$ cat config.mk
export PLATFORM = sky130hd
export DESIGN_NAME = visca_reply_rx
export DESIGN_NICKNAME = d
export VERILOG_FILES = /design/src/rtl/visca_reply_rx.sv
export SDC_FILE = /design/constraint.sdc
export NUM_CORES = 1
export LEC_CHECK = 0
export ABC_CLOCK_PERIOD_IN_PS = 5400
export CAP_MARGIN = 20
export CORE_MARGIN = 8
export CORE_UTILIZATION = 25
export DETAILED_ROUTE_END_ITERATION = 10
export PLACE_DENSITY = 0.53
export SLEW_MARGIN = 20
export SYNTH_ARGS = -nofsm -noshare
export SYNTH_HDL_FRONTEND = slang
export SYNTH_SLANG_ARGS = --single-unit
$ cat constraint.sdc
create_clock -name clk -period 5.4 [get_ports clk]
set_input_delay 1.08 -clock clk [delete_from_list [all_inputs] [get_ports clk]]
set_output_delay 1.08 -clock clk [all_outputs]
set_load 0.03 [all_outputs]
$ cat src/rtl/visca_reply_rx.sv
// VISCA reply parser: turns the camera UART RX byte stream into ACK / Completion /
// Error / zoom-position events (one-cycle strobes) plus held status registers.
// Latency: 1 cycle from the byte carrying 0xFF or the error-causing byte. No backpressure; a byte every cycle is accepted.
//
// Ports:
//   clk, rst            clock, asynchronous active-high reset
//   rx_data, rx_valid   received byte and its one-cycle strobe
//   busy                packet in progress
//   ack_stb, cmpl_stb, err_stb, zoom_stb, frame_err_stb   one-cycle event strobes
//   socket, err_code, zoom_pos                            held reply fields
module visca_reply_rx #(
  parameter int CAM_ADDR    = 1,
  parameter int MAX_LEN     = 14,
  parameter int TIMEOUT_CYC = 1000000
) (
  input  logic        clk,
  input  logic        rst,
  input  logic [7:0]  rx_data,
  input  logic        rx_valid,
  output logic        busy,
  output logic        ack_stb,
  output logic        cmpl_stb,
  output logic        err_stb,
  output logic [3:0]  socket,
  output logic [7:0]  err_code,
  output logic [15:0] zoom_pos,
  output logic        zoom_stb,
  output logic        frame_err_stb
);

  // Reply header: 1, camera address, 0000 (0x90 for address 1).
  localparam logic [7:0] HDR = {1'b1, 3'(CAM_ADDR), 4'h0};
  localparam int CW = $clog2(MAX_LEN + 1);
  localparam int TW = $clog2(TIMEOUT_CYC + 1);

  typedef enum logic [1:0] {IDLE, BODY, DISCARD} state_t;

  state_t         state, state_n;
  logic [CW-1:0]  cnt, cnt_n;
  logic [TW-1:0]  tcnt, tcnt_n;
  logic [7:0]     body   [5];
  logic [7:0]     body_n [5];
  logic           ack_n, cmpl_n, err_n, zoom_n, ferr_n;
  logic [3:0]     socket_n;
  logic [7:0]     err_code_n;
  logic [15:0]    zoom_pos_n;
  logic           timeout;

  // The byte wins over an expiring timer: timeout only fires on a cycle without rx_valid.
  assign timeout = !rx_valid && (state != IDLE) && (tcnt == TW'(TIMEOUT_CYC));

  always_comb begin
    state_n    = state;
    cnt_n      = cnt;
    tcnt_n     = tcnt;
    body_n     = body;
    ack_n      = 1'b0;
    cmpl_n     = 1'b0;
    err_n      = 1'b0;
    zoom_n     = 1'b0;
    ferr_n     = 1'b0;
    socket_n   = socket;
    err_code_n = err_code;
    zoom_pos_n = zoom_pos;

    if (rx_valid)
      tcnt_n = '0;
    else if (state != IDLE)
      tcnt_n = tcnt + TW'(1);
    else
      tcnt_n = '0;

    case (state)
      IDLE: begin
        if (rx_valid && rx_data == HDR) begin
          state_n = BODY;
          cnt_n   = '0;
        end
      end

      BODY: begin
        if (rx_valid) begin
          if (rx_data == 8'hFF) begin
            state_n = IDLE;
            // Decode on the terminator; cnt is the body length.
            if (cnt == CW'(1) && body[0][7:4] == 4'h4) begin
              ack_n    = 1'b1;
              socket_n = body[0][3:0];
            end else if (cnt == CW'(1) && body[0][7:4] == 4'h5) begin
              cmpl_n   = 1'b1;
              socket_n = body[0][3:0];
            end else if (cnt == CW'(2) && body[0][7:4] == 4'h6) begin
              err_n      = 1'b1;
              socket_n   = body[0][3:0];
              err_code_n = body[1];
            end else if (cnt == CW'(5) && body[0] == 8'h50 &&
                         body[1][7:4] == 4'h0 && body[2][7:4] == 4'h0 &&
                         body[3][7:4] == 4'h0 && body[4][7:4] == 4'h0) begin
              zoom_n     = 1'b1;
              zoom_pos_n = {body[1][3:0], body[2][3:0], body[3][3:0], body[4][3:0]};
            end else begin
              ferr_n = 1'b1;
            end
          end else if (rx_data[7]) begin
            // Stray control byte: a fresh header restarts the packet, anything else aborts.
            ferr_n = 1'b1;
            if (rx_data == HDR)
              cnt_n = '0;
            else
              state_n = IDLE;
          end else if (cnt == CW'(MAX_LEN)) begin
            ferr_n  = 1'b1;
            state_n = DISCARD;
          end else begin
            // Only the first five body bytes matter for decoding.
            if (cnt < CW'(5))
              body_n[cnt[2:0]] = rx_data;
            cnt_n = cnt + CW'(1);
          end
        end
      end

      DISCARD: begin
        if (rx_valid && rx_data == 8'hFF)
          state_n = IDLE;
      end

      default: state_n = IDLE;
    endcase

    if (timeout) begin
      state_n = IDLE;
      tcnt_n  = '0;
      ferr_n  = 1'b1;
    end
  end

  always_ff @(posedge clk or posedge rst) begin
    if (rst) begin
      state         <= IDLE;
      cnt           <= '0;
      tcnt          <= '0;
      for (int i = 0; i < 5; i++) body[i] <= 8'h00;
      busy          <= 1'b0;
      ack_stb       <= 1'b0;
      cmpl_stb      <= 1'b0;
      err_stb       <= 1'b0;
      zoom_stb      <= 1'b0;
      frame_err_stb <= 1'b0;
      socket        <= 4'h0;
      err_code      <= 8'h00;
      zoom_pos      <= 16'h0000;
    end else begin
      state         <= state_n;
      cnt           <= cnt_n;
      tcnt          <= tcnt_n;
      body          <= body_n;
      busy          <= (state_n != IDLE);
      ack_stb       <= ack_n;
      cmpl_stb      <= cmpl_n;
      err_stb       <= err_n;
      zoom_stb      <= zoom_n;
      frame_err_stb <= ferr_n;
      socket        <= socket_n;
      err_code      <= err_code_n;
      zoom_pos      <= zoom_pos_n;
    end
  end

endmodule

# Yosys cells after proc, flatten, opt, wreduce, memory -nomap -nowiden
# Cells that the tools add are included.
# totals
ff_bits	100
input_bits	11
output_inout_bits	34
word_cells	132
# classes
add_sub_neg	2
n_lt_le_gt_ge	3
n_eq_ne	18
muxes	57
bitwise	7
reduce_logical	28
# ops
op	count
20-bit 2-to-1 mux	3
40-bit bitwise mux	1
4-bit 2-to-1 mux	9
1-bit 2-to-1 mux	32
8-bit demux with 3-bit select	1
20-bit by 1-bit adder with 20-bit output, second input constant	1
20-bit equality test, second input constant	1
6-bit AND reduction	3
4-bit by 3-bit equality test with 1-bit output, second input constant	4
8-bit equality test, second input constant	2
4-bit zero test	4
2-bit 2-to-1 mux	8
1-bit logical AND	13
8-bit by 7-bit equality test with 1-bit output, second input constant	1
8-bit 2-to-1 mux	1
4-bit case mux with 2 select lines	1
7-bit AND reduction	1
2-bit inequality test, second input constant	3
3-bit inequality test, second input constant	2
1-bit NOT	6
2-bit case mux with 3 select lines	1
2-bit nonzero test	3
4-bit by 1-bit adder with 4-bit output, second input constant	1
4-bit by 1-bit equality test with 1-bit output, second input constant	1
12 further kinds	12

# Depth between registers and ports, before layout
# logic_depth
ltp_word	14
mapped_depth	7
ltp_nobuf	6

# Least setup slack after synthesis
# Ideal clock, no wire load.
# synth_path
kind	input to register
startpoint	input rx_data[7]
endpoint	register zoom_pos[0]
setup_time_ns	0.125
arrival_time_ns	2.541
required_time_ns	5.275
setup_slack_ns	2.733
cell_stages	6
n_path_buf	2
cell_sequence	buf_2 nand4_2 nor3_4 nor4b_4 buf_8 mux2_4
# synth_between
elab_chain_cells	2
# synth_rtl
item	line	rtl
start: declaration	18	input logic [7:0] rx_data,
8-bit equality test	83	if (rx_data == 8'hFF) begin
7-bit AND reduction (no source line)	--	
end signal: assignment	166	zoom_pos <= zoom_pos_n;
end: declaration	26	output logic [15:0] zoom_pos,
# No other way between the ends.
# A chain may end at the register's enable or synchronous reset.

# Worst setup path in the final report
# layout_path
startpoint	input rx_data[0]
endpoint	register zoom_pos[12]
# The elaborated chain is that of the path after synthesis.

==> impl_metrics.ini <==
[pwr]
ir_drop_v = 0.000170
pwr-share-clk_pct = 35.4
p_leak_nw = 2.40
switching_share_pct = 27.9
power_mw = 1.87
powerDensity_nw_per_um2 = 341
combPwrFrac_pct = 14.3
seq_power_share_pct = 50.3
p_sw_mw = 0.521
p_int_mw = 1.35

[setup_path]
slowest_stage = clkdlybuf4s50_1
crit_chain = clkdlybuf4s50_1, nand4_2, nor3_4, nor4b_4, buf_4, mux2_2
cp.required_ps = 5630
crit_cells = 6
path_max_fanout = 16
r2r_cells = 7
crit_path_end_kind = flip-flop
max_stage_delay_ps = 690
arrival_ps = 3250
crit_family = buffers and inverters
r2r_end = zoom_pos[12]$_DFFE_PP0P_
timing.rr.start = cnt[0]$_DFFE_PP0P_
criticalPathCategory = in -> reg
reg2reg_slack_ps = 3160
cp.buffers_inverters = 2
worst_setup_path_start_kind = input pin

[clocking]
cts_sinks = 100
hold_buffers = 0
cts_buffers = 9
cts_max_level = 3
cts_buffer_depth = 2
cts-root-buf = clkbuf_16
clkTransAtPathRegs_ps = 60
cts_resized = 0
cts_setup_buffers = 0
tritoncts = yes
clock_latency_ps = 350

[synthesis]
synthTopCellsByCount = 100 x dfrtp_1, 53 x mux2_2, 24 x nor2_1, 12 x nand2_1
async_flop_share_pct = 100
synth_nets = 359
yosys.area.top_type = dfrtp_1
ys_types = 55
synth_top_area_share_pct = 55.9
ys.flop_type = dfrtp_1
syn_area_per_cell_sq_um = 13.1
netlist_top_cells_area = dfrtp_1 56%, mux2_2 13%, mux2_4 3.4%
synth_edf_count = 0
synth_seq_area_share_pct = 55.9
yosysWarningCount = 0
ys_ff_latch = 100
yosys.cell_count.top_type = dfrtp_1
synthCells = 342
synth_area_sq_um = 4470

[min_path]
worstHoldStart = body[15]$_DFFE_PP0P_
hold_end = body[15]$_DFFE_PP0P_
holdCritPathClass = reg -> reg
min_path_cells = 1

[routing]
final_antenna_net_count = 0
finalWirelength_mm = 9.88
wl_per_cell_microns = 15.8
drt_first_pass_iters = 4
via_per_inst = 4.52
num_vias = 2834
drc = 0
drt_iter0_markers = 120

[status]
status = completed

[layout]
antennaDiodeCount = 0
fillers = 1798
nNetsFinal = 411
final_util_pct = 30.9
drive_gt1_share_pct = 24.6
syn_to_final_growth_pct = 22.8
finalNonFillerCells = 627

[die]
ios = 45
start_util_pct = 25.2
row_count = 49
die_y_microns = 150
fp.dieArea_sq_um = 22400
design.core.area_sq_um = 17800
die_w_microns = 150

[placed_design]
dp_cells = 612
hpwl_mm = 7.03
gp_congestion = 0.803
port_buffers = 44

[global_route]
grt_antenna_before_repair = 0
grt_pass1_vias = 3042
grtUsageTotal_pct = 9.49
grt-ovfl-total = 0
grt_max_degree = 58
grt_first_pass_wirelength_mm = 16.5

[timing]
setup_viol = 0
fmax_ghz = 0.331
slew_headroom_pct = 51.8
fin_crit_ps = 3020
tightest_slew_ps = 721
setup_tns_ps = 0
finalMaxSlewViolations = 0
finalCritPeriodShare_pct = 55.9
rsz0062_at_grt = false
skew_ps = 7.16
hold_violations = 0

[run]
maxCapViolCount = 0
==> area by class of cell <==
| class | count | area (sq um) | share of cell area [%] |
|---|---|---|---|
| Clock buffer | 10 | 239 | 4.35 |
| Clock inverter | 5 | 67.6 | 1.23 |
| Inverter | 10 | 40.0 | 0.729 |
| Multi-Input combinational cell | 226 | 1890 | 34.5 |
| Sequential cell | 100 | 2500 | 45.6 |
| Tap cell | 229 | 287 | 5.22 |
| Timing Repair Buffer | 47 | 463 | 8.43 |
==> logic make-up (layout without fill, tap and decap cells) <==
kind of cell             after synthesis  after routing  synth area share (%)
AO/OA/AOI/OAI                         31             31                  5.20
XOR/XNOR                              11             11                  2.15
adder cells (fa/ha/maj)                6              6                  1.68
buffers and inverters                 16             72                  1.73
flip-flops                           100            100                  55.9
multiplexers                          65             65                  17.1
AND/OR/NAND/NOR                      113            113                  16.1
==> layer usage <==
metal | up-vias | share of wire, % | track usage (%)
met5 | - | 0 | 0
met4 | 0 | 1.6 | 3.20
met3 | 14 | 5.7 | 3.45
met2 | 48 | 49 | 15.3
met1 | 1418 | 44 | 11.5
li1 | 1354 | - | -
==> power groups by stage <==
stage / clock [mW] / sequential (mW) / combinational [mW]
5_1_grt: 0.724 / 0.959 / 0.303
3_3_place_gp: 0 / 0.952 / 0.270
6_report: 0.663 / 0.940 / 0.268
4_1_cts: 0.692 / 0.941 / 0.274
3_5_place_dp: 0 / 0.955 / 0.272
2_1_floorplan: 0 / 0.919 / 0.216
==> worst max-delay path by stage <==
stage | start | end | slack (ps)
after floorplan | rst | ack_stb$_DFF_PP0_ | 1700
after global placement | rx_data[0] | zoom_pos[9]$_DFFE_PP0P_ | 2020
after detailed placement | rx_data[0] | zoom_pos[13]$_DFFE_PP0P_ | 2020
after CTS | rx_data[0] | zoom_pos[12]$_DFFE_PP0P_ | 2380
after global routing | rx_data[0] | zoom_pos[12]$_DFFE_PP0P_ | 2250
final | rx_data[0] | zoom_pos[12]$_DFFE_PP0P_ | 2380
==> cell usage in the layout, fill, tap and decap left out, types with 3 or more instances in the layout <==
cell type        netlist  routed
dfrtp_1              100     100
mux2_2                53      53
clkdlybuf4s50_1        0      44
nor2_1                24      24
nand2_1               12      12
nand3_1               10      10
mux2_4                10      10
inv_1                 10       9
clkbuf_16              0       9
nand4_1                8       8
a21oi_1                8       8
xor2_1                 6       6
ha_1                   6       6
nor3_1                 5       5
nor2b_1                5       5
and2_1                 5       5
a31oi_1                5       5
xnor2_1                5       5
nand2b_1               4       4
nor4_1                 4       4
and4_1                 4       4
o21ai_0                4       4
or3_1                  4       4
or4_1                  4       4
nand4_2                3       3
nand3_2                3       3
nor4b_1                3       3
o31ai_1                3       3
buf_4                  1       3
==> per-stage QoR <==
stage	instance area (sq um)	hold slack [ps]	setup WS, ps
after floorplan	4470	455	1700
after global placement	5180	481	2020
after detailed placement	5180	485	2020
after CTS	5490	505	2380
after global routing	5490	521	2250
final	5490	502	2380
==> state kept, by name, summed over array words and instances, names as in the netlist, 2 cells and up <==
register and cells:
err_code 8, cnt 4, socket 4, body 40
state 2, tcnt 20, zoom_pos 16
Note: power is estimated with default switching activity, not from simulation.
